==> src/rtl/axis_arith_shift_sat_if.sv <==
// Stream bundle for axis_arith_shift_sat: input sample channel (s_*) and
// result channel (m_*). The slave modport is the scaler's view; the master
// modport is the view of whatever drives samples and consumes results.
interface axis_arith_shift_sat_if #(
  parameter int IN_WIDTH  = 32,
  parameter int OUT_WIDTH = 23
);
  logic [IN_WIDTH-1:0]  s_axis_tdata;
  logic                 s_axis_tvalid;
  logic                 s_axis_tready;
  logic [OUT_WIDTH-1:0] m_axis_tdata;
  logic                 m_axis_tvalid;
  logic                 m_axis_tready;

  modport slave (
    input  s_axis_tdata,
    input  s_axis_tvalid,
    output s_axis_tready,
    output m_axis_tdata,
    output m_axis_tvalid,
    input  m_axis_tready
  );

  modport master (
    output s_axis_tdata,
    output s_axis_tvalid,
    input  s_axis_tready,
    input  m_axis_tdata,
    input  m_axis_tvalid,
    output m_axis_tready
  );
endinterface

==> src/rtl/axis_arith_shift_sat.sv <==
// Two-stage signed arithmetic shifter with round-half-up right shifts.
// Stage 1 shifts at full precision; stage 2 narrows to OUT_WIDTH.
// Build macro ASHIFT_SAT_EN: defined -> stage 2 saturates and ovf_sticky
// records saturation events; undefined -> stage 2 wraps and ovf_sticky is 0.
module axis_arith_shift_sat #(
  parameter int IN_WIDTH      = 32,
  parameter int OUT_WIDTH     = 23,
  parameter int SHIFT_W       = 6,
  parameter int MAX_SHIFT     = 16,
  parameter int DEFAULT_SHIFT = 8
) (
  input  logic                 aclk,
  input  logic                 aresetn,
  axis_arith_shift_sat_if.slave bus,
  input  logic [SHIFT_W-1:0]   shift_in,
  input  logic                 shift_load,
  output logic                 ovf_sticky,
  input  logic                 ovf_clr
);

  // Wide enough that a MAX_SHIFT left shift or the rounding add never overflows.
  localparam int ExtW = IN_WIDTH + MAX_SHIFT + 1;

  localparam logic signed [SHIFT_W-1:0] ShMax = SHIFT_W'(MAX_SHIFT);
  localparam logic signed [SHIFT_W-1:0] ShMin = -ShMax;

  logic                     w_en;
  logic signed [SHIFT_W-1:0] r_shift;
  logic signed [SHIFT_W-1:0] w_shift_clamped;
  logic [SHIFT_W-1:0]        w_mag;
  logic signed [ExtW-1:0]    w_x_ext;
  logic signed [ExtW-1:0]    w_round;
  logic signed [ExtW-1:0]    w_s1_next;
  logic                      r_s1_valid;
  logic signed [ExtW-1:0]    r_s1_data;
  logic [OUT_WIDTH-1:0]      w_s2_next;
  logic                      w_sat_event;
  logic                      r_m_valid;
  logic [OUT_WIDTH-1:0]      r_m_data;

  // Whole pipeline moves as one; it stalls only when the output is held.
  assign w_en               = !r_m_valid || bus.m_axis_tready;
  assign bus.s_axis_tready  = w_en;
  assign bus.m_axis_tvalid  = r_m_valid;
  assign bus.m_axis_tdata   = r_m_data;

  // Clamp the requested shift to +/-MAX_SHIFT before it is stored.
  always_comb begin
    w_shift_clamped = shift_in;
    if ($signed(shift_in) > ShMax) begin
      w_shift_clamped = ShMax;
    end else if ($signed(shift_in) < ShMin) begin
      w_shift_clamped = ShMin;
    end
  end

  // Shift-amount register; a load applies to samples accepted after this edge.
  always_ff @(posedge aclk or negedge aresetn) begin
    if (!aresetn) begin
      r_shift <= SHIFT_W'(DEFAULT_SHIFT);
    end else if (shift_load) begin
      r_shift <= w_shift_clamped;
    end
  end

  // Stage-1 math: left shift, or round-half-up right shift by n = -shift.
  always_comb begin
    w_x_ext   = {{(ExtW-IN_WIDTH){bus.s_axis_tdata[IN_WIDTH-1]}}, bus.s_axis_tdata};
    w_mag     = r_shift[SHIFT_W-1] ? SHIFT_W'(-r_shift) : r_shift;
    w_round   = '0;
    w_s1_next = w_x_ext <<< w_mag;
    if (r_shift[SHIFT_W-1]) begin
      w_round   = {{(ExtW-1){1'b0}}, 1'b1} << (w_mag - SHIFT_W'(1));
      w_s1_next = (w_x_ext + w_round) >>> w_mag;
    end
  end

  // Stage-1 register; data only captured for real samples.
  always_ff @(posedge aclk or negedge aresetn) begin
    if (!aresetn) begin
      r_s1_valid <= 1'b0;
      r_s1_data  <= '0;
    end else if (w_en) begin
      r_s1_valid <= bus.s_axis_tvalid;
      if (bus.s_axis_tvalid) begin
        r_s1_data <= w_s1_next;
      end
    end
  end

`ifdef ASHIFT_SAT_EN
  localparam logic signed [ExtW-1:0] SatMax = ExtW'((64'sd1 <<< (OUT_WIDTH-1)) - 64'sd1);
  localparam logic signed [ExtW-1:0] SatMin = ~SatMax;

  logic r_ovf;

  // Stage-2 narrowing with saturation to the signed OUT_WIDTH range.
  always_comb begin
    w_sat_event = 1'b0;
    w_s2_next   = r_s1_data[OUT_WIDTH-1:0];
    if (r_s1_data > SatMax) begin
      w_sat_event = 1'b1;
      w_s2_next   = SatMax[OUT_WIDTH-1:0];
    end else if (r_s1_data < SatMin) begin
      w_sat_event = 1'b1;
      w_s2_next   = SatMin[OUT_WIDTH-1:0];
    end
  end

  // Sticky overflow; a saturation in the same cycle as ovf_clr wins.
  always_ff @(posedge aclk or negedge aresetn) begin
    if (!aresetn) begin
      r_ovf <= 1'b0;
    end else if (w_en && r_s1_valid && w_sat_event) begin
      r_ovf <= 1'b1;
    end else if (ovf_clr) begin
      r_ovf <= 1'b0;
    end
  end

  assign ovf_sticky = r_ovf;
`else
  logic w_unused;

  // Stage-2 narrowing by two's-complement wrap.
  always_comb begin
    w_sat_event = 1'b0;
    w_s2_next   = r_s1_data[OUT_WIDTH-1:0];
  end

  assign ovf_sticky = 1'b0;
  assign w_unused   = ^{ovf_clr, w_sat_event, r_s1_data[ExtW-1:OUT_WIDTH]};
`endif

  // Stage-2 (output) register; holds while downstream stalls.
  always_ff @(posedge aclk or negedge aresetn) begin
    if (!aresetn) begin
      r_m_valid <= 1'b0;
      r_m_data  <= '0;
    end else if (w_en) begin
      r_m_valid <= r_s1_valid;
      if (r_s1_valid) begin
        r_m_data <= w_s2_next;
      end
    end
  end

endmodule

==> src/flat_wrapper.sv <==
// flat-port wrapper written by rule: the top's interface ports become plain ports
module axis_arith_shift_sat_flat 
#(
  parameter int IN_WIDTH      = 32,
  parameter int OUT_WIDTH     = 23,
  parameter int SHIFT_W       = 6,
  parameter int MAX_SHIFT     = 16,
  parameter int DEFAULT_SHIFT = 8
)
  (aclk, aresetn, shift_in, shift_load, ovf_sticky, ovf_clr, bus_s_axis_tdata, bus_s_axis_tvalid, bus_s_axis_tready, bus_m_axis_tdata, bus_m_axis_tvalid, bus_m_axis_tready);
  axis_arith_shift_sat_if #(.IN_WIDTH(IN_WIDTH), .OUT_WIDTH(OUT_WIDTH)) bus_i ();
  input  logic aclk;
  input  logic aresetn;
  input  logic [SHIFT_W-1:0] shift_in;
  input  logic shift_load;
  output logic ovf_sticky;
  input  logic ovf_clr;
  input wire logic [$bits(bus_i.s_axis_tdata)-1:0] bus_s_axis_tdata;
  input wire logic [$bits(bus_i.s_axis_tvalid)-1:0] bus_s_axis_tvalid;
  output wire logic [$bits(bus_i.s_axis_tready)-1:0] bus_s_axis_tready;
  output wire logic [$bits(bus_i.m_axis_tdata)-1:0] bus_m_axis_tdata;
  output wire logic [$bits(bus_i.m_axis_tvalid)-1:0] bus_m_axis_tvalid;
  input wire logic [$bits(bus_i.m_axis_tready)-1:0] bus_m_axis_tready;
  assign bus_i.s_axis_tdata = bus_s_axis_tdata;
  assign bus_i.s_axis_tvalid = bus_s_axis_tvalid;
  assign bus_s_axis_tready = bus_i.s_axis_tready;
  assign bus_m_axis_tdata = bus_i.m_axis_tdata;
  assign bus_m_axis_tvalid = bus_i.m_axis_tvalid;
  assign bus_i.m_axis_tready = bus_m_axis_tready;
  axis_arith_shift_sat #(.IN_WIDTH(IN_WIDTH), .OUT_WIDTH(OUT_WIDTH), .SHIFT_W(SHIFT_W), .MAX_SHIFT(MAX_SHIFT), .DEFAULT_SHIFT(DEFAULT_SHIFT)) u_core (.aclk(aclk), .aresetn(aresetn), .bus(bus_i), .shift_in(shift_in), .shift_load(shift_load), .ovf_sticky(ovf_sticky), .ovf_clr(ovf_clr));
endmodule
==> config.mk <==
export PLATFORM = sky130hd
export DESIGN_NAME = axis_arith_shift_sat_flat
export DESIGN_NICKNAME = d
export VERILOG_FILES = /design/src/rtl/axis_arith_shift_sat_if.sv /design/src/rtl/axis_arith_shift_sat.sv /design/src/flat_wrapper.sv
export SDC_FILE = /design/constraint.sdc
export NUM_CORES = 1
export LEC_CHECK = 0
export CAP_MARGIN = 20
export CORE_MARGIN = 10
export CORE_UTILIZATION = 48
export CTS_CLUSTER_SIZE = 14
export DETAILED_ROUTE_END_ITERATION = 10
export PLACE_DENSITY = 0.73
export SLEW_MARGIN = 20
export SYNTH_ARGS = -nofsm -noshare
export SYNTH_HDL_FRONTEND = slang
export SYNTH_SLANG_ARGS = --single-unit
==> constraint.sdc <==
create_clock -name aclk -period 19.8 [get_ports aclk]
set_clock_uncertainty 0.1 [all_clocks]
set_input_delay 3.96 -clock aclk [delete_from_list [all_inputs] [get_ports aclk]]
set_output_delay 3.96 -clock aclk [all_outputs]
set_load 0.01 [all_outputs]
# --- Word level (Yosys, flattened, before mapping) ---
# Cells that the tools add are included.
totals:
  ff_bits: 54
  inputBits: 44
  elab_cells: 21
op_classes:
  n_addsub: 3
  order_cmp: 2
  n_shift: 3
  n_mux: 4
  reduce_logical: 4
op_table:
  columns: ["cell", "count"]
  rows:
  - ["$add A32 B49 Y49", 1]
  - ["$shl A1 B6 Y49 const A", 1]
  - ["$sshr A49 B6 Y23", 1]
  - ["$sshl A32 B6 Y23", 1]
  - ["$mux W23", 1]
  - ["$mux W6", 3]
  - ["$gt A6 B6 Y1 const B", 1]
  - ["$lt A6 B5 Y1 const B", 1]
  - ["$neg A6 Y6", 1]
  - ["$sub A6 B1 Y6 const B", 1]
  - ["$reduce_and A2 Y1", 2]
  - ["$logic_not A1 Y1", 1]
  - ["$logic_or A1 B1 Y1", 1]

# --- Longest topological paths before layout ---
logic_depth:
  word_depth: 7
  ltp_mapped: 31
  mapped_depth_nobuf: 23

# --- Least setup slack after synthesis ---
# No wires, ideal clock.
synth_path:
  kind: "input -> output"
  start: "input port bus_m_axis_tready"
  end: "output port bus_s_axis_tready"
  t_arrival_ns: 4.253
  path_slack_ns: 11.487
  cell_stages: 2
  path_buffers: 1
  cell_sequence: "nand2b_1 > clkbuf_1"
synth_via:
  elab_chain_cells: 1
synth_lines:
  columns: ["item", "line_no", "source"]
  rows:
  - ["start: declaration", "flat_wrapper.sv:23", "input wire logic [$bits(bus_i.m_axis_tready)-1:0] bus_m_axis_tready;"]
  - ["$logic_or A1 B1 Y1", "axis_arith_shift_sat.sv:42", "assign w_en = !r_m_valid || bus.m_axis_tready;"]
  - ["end: declaration", "flat_wrapper.sv:20", "output wire logic [$bits(bus_i.s_axis_tready)-1:0] bus_s_axis_tready;"]
# Every way passes these cells.

# --- Worst setup path in the final report ---
# Ends and elaborated chain as after synthesis.

==> flow_metrics.py <==
metrics = {
    "finish": {
        "fin_nets": 1527,
        "diodes": 0,
        "syn_to_final_growth_pct": 8.58,
        "seq_area_mm2": 0.00135,
        "fillCellCount": 2127,
        "final_cells": 1707,
        "drive_above_1_share_pct": 7.40,
        "multi_input_area_mm2": 0.00854,
        "fin_util_pct": 53.2,
    },
    "timing": {
        "layout_setup_ws_ns": 10.56,
        "period_share_pct": 46.7,
        "finalSetupViolCount": 0,
        "maxSlewViolCount": 0,
        "final_hold_viol_count": 0,
        "fmax_mhz": 108,
        "fin_setup_tns_ns": 0,
        "holdWs_ns": 0.374,
        "min_period_ns": 9.24,
        "rsz0062_at_grt": "false",
        "tightest_slew_ns": 1.00,
        "relSlewSlack_pct": 33.0,
    },
    "synth": {
        "syn_inst": 1441,
        "synth_top_area_share_pct": 12.8,
        "synthFlopType": "dfrtp_1",
        "synth-edff-count": 0,
        "yosysMostFrequentCell": "nand2_1",
        "ys_types": 99,
        "synth_top_area_cell": "dfrtp_1",
        "synth.avg_cell_area_um2": 7.17,
        "seq_area_frac_synth_pct": 13.1,
        "ys_warn_count": 0,
        "async_reset_ff_share_pct": 100,
        "synthTopCellsByArea": "dfrtp_1 13%, mux2i_1 7.9%, nand2_1 6.3%",
        "netlist_area_mm2": 0.0103,
        "synth_top_cells_by_count": "173 x nand2_1, 165 x nor2_1, 111 x a21oi_1",
        "ys_seq_elements": 54,
    },
    "placed_design": {
        "dp_slack_ns": 10.54,
        "hpwl_mm": 32.3,
        "place_congestion": 1.01,
        "port_buffers": 67,
        "dp.cells": 1699,
    },
    "die": {
        "coreArea_mm2": 0.0211,
        "rows": 53,
        "dieHeight_um": 167,
        "io_pins": 70,
        "initial_core_util_pct": 49.0,
        "die_w_um": 167,
        "dieArea_mm2": 0.0278,
    },
    "worst_setup_path": {
        "r2r_setup_slack_ns": 12.25,
        "cp_max_fo": 6,
        "worst-endpoint-arrival_ns": 5.18,
        "required_ns": 15.74,
        "critPathKind": "input port to primary output",
        "start_kind": "input port",
        "crit_start": "bus_m_axis_tready",
        "reg2reg_from": "u_core.r_shift[0]",
        "cp-end-kind": "primary output",
        "critPathCapture": "bus_s_axis_tready",
        "ff2ff_path_depth": 23,
        "r2r_end": "u_core.r_s1_data[9]",
    },
    "hold_path": {
        "hold_path.class": "register to register",
    },
    "grt": {
        "grt_start_max_net_pins": 79,
        "grt_pass1_wl_mm": 64.7,
        "grt-ovfl-total": 0,
        "track_usage_pct": 28.1,
        "grt_pass1_vias": 11100,
        "grt_antenna_before_repair": 1,
    },
    "clock_network": {
        "path_clk_slew_ns": 0.07,
        "postCtsHoldBufs": 0,
        "root_buffer": "clkbuf_16",
        "cts_buffer_depth": 2,
        "clkSinkCount": 54,
        "h-tree-depth": 2,
        "tritoncts": "yes",
        "cts_resized": 0,
        "cts_buffers": 5,
        "clock_latency_ns": 0.29,
        "post_cts_buffers": 0,
    },
    "pwr": {
        "leakagePower_nw": 4.38,
        "peakVddDrop_v": 0.0000385,
        "power_density_mw_per_mm2": 81.2,
    },
    "detailed_routing": {
        "post-route-drc-count": 0,
        "drtAntennaViolNets": 0,
        "wl_per_cell_um": 24.0,
        "vias": 11900,
        "wl_mm": 41.0,
        "vias_per_cell": 6.99,
        "drt_iter0_drc": 1685,
        "drt_pass1_iterations": 6,
    },
    "outcome": {
        "status": "complete, no violations",
    },
    "job": {
        "maxCapViolations": 0,
    },
}
[area by class of cell]
type / instances / share of cell area, %
clock buffers: 6 / 1.24
clock inverters: 2 / 0.156
inverters: 16 / 0.536
multi-input cells: 1274 / 76.1
flip-flops and latches: 54 / 12.1
well taps: 275 / 3.07
repair buffers: 80 / 6.81
[placed cells by master (no fill, tap or decap), types with 11 or more instances in the layout]
cell type,instances
nand2_1,173
nor2_1,165
a21oi_1,111
mux2i_1,80
o21ai_0,71
clkdlybuf4s50_1,66
dfrtp_1,52
ha_1,51
nand3_1,41
a211oi_1,38
mux2_2,34
nor3_1,32
xnor2_1,31
o211ai_1,30
nand4_1,28
o22ai_1,24
o21ai_1,22
and3_1,19
a31oi_1,19
xor2_1,17
inv_1,15
o221ai_1,15
a21o_1,15
conb_1,15
or3_1,14
o21a_1,13
buf_4,13
nand2b_1,12
a221oi_1,11
[how the worst min path moves through the flow]
| stage | from | end | slack [ns] | cells past startpoint |
|---|---|---|---|---|
| 6_report | u_core.r_s1_valid | u_core.bus.m_axis_tvalid | 0.37 | 2 |
| 5_1_grt | u_core.r_s1_data[19] | u_core.bus.m_axis_tdata[19] | 0.43 | 1 |
| 4_1_cts | u_core.r_s1_valid | u_core.bus.m_axis_tvalid | 0.38 | 2 |
| 3_5_place_dp | u_core.r_s1_valid | u_core.bus.m_axis_tvalid | 0.36 | 2 |
| 3_3_place_gp | u_core.r_s1_valid | u_core.bus.m_axis_tvalid | 0.35 | 2 |
| 2_1_floorplan | u_core.r_s1_valid | u_core.bus.m_axis_tvalid | 0.34 | 2 |
[where the power goes]
part,switching (mW),total [mW],leakage (nW),internal (mW)
sequential,0.0262,0.177,0.633,0.151
clock,0.0415,0.0924,0.0770,0.0509
combinational,0.395,0.641,3.67,0.246
[registers in the layout, summed over array words and instances (netlist names)]
register	flops
u_core.r_s1_data	23
u_core.bus.m_axis_tdata	23
u_core.r_shift	6
u_core.r_s1_valid	1
u_core.bus.m_axis_tvalid	1
[critical path: stages]
cell	delay (ns)
clkdlybuf4s50_1	0.45
nand2b_1	0.20
clkdlybuf4s50_1	0.58
[stage by stage]
step	power, mW	cell area (um^2)
floorplan	0.590	10400
global placement	0.795	11100
detailed placement	0.800	11100
CTS	0.894	11200
global route	0.967	11200
finish	0.911	11200
[cell families after synthesis]
kind of cell               synth area share, %
muxes                                     13.3
and+or+nand+nor                           23.5
DFF                                       13.1
other                                   0.0363
buffers and inverters                     5.17
adders and majority gates                 6.37
xor gates and xnor gates                  4.57
AOI/OAI and AO/OA                         33.9
[layer usage]
layer / up-vias / global-route usage (%) / part of all wire, %
li1: 5467 / - / -
met1: 5659 / 39.0 / 43
met2: 699 / 42.6 / 43
met3: 100 / 5.55 / 10
met4: 2 / 9.01 / 3.5
met5: - / 0 / 0.041
No activity file was read; power rests on OpenSTA's default activity.
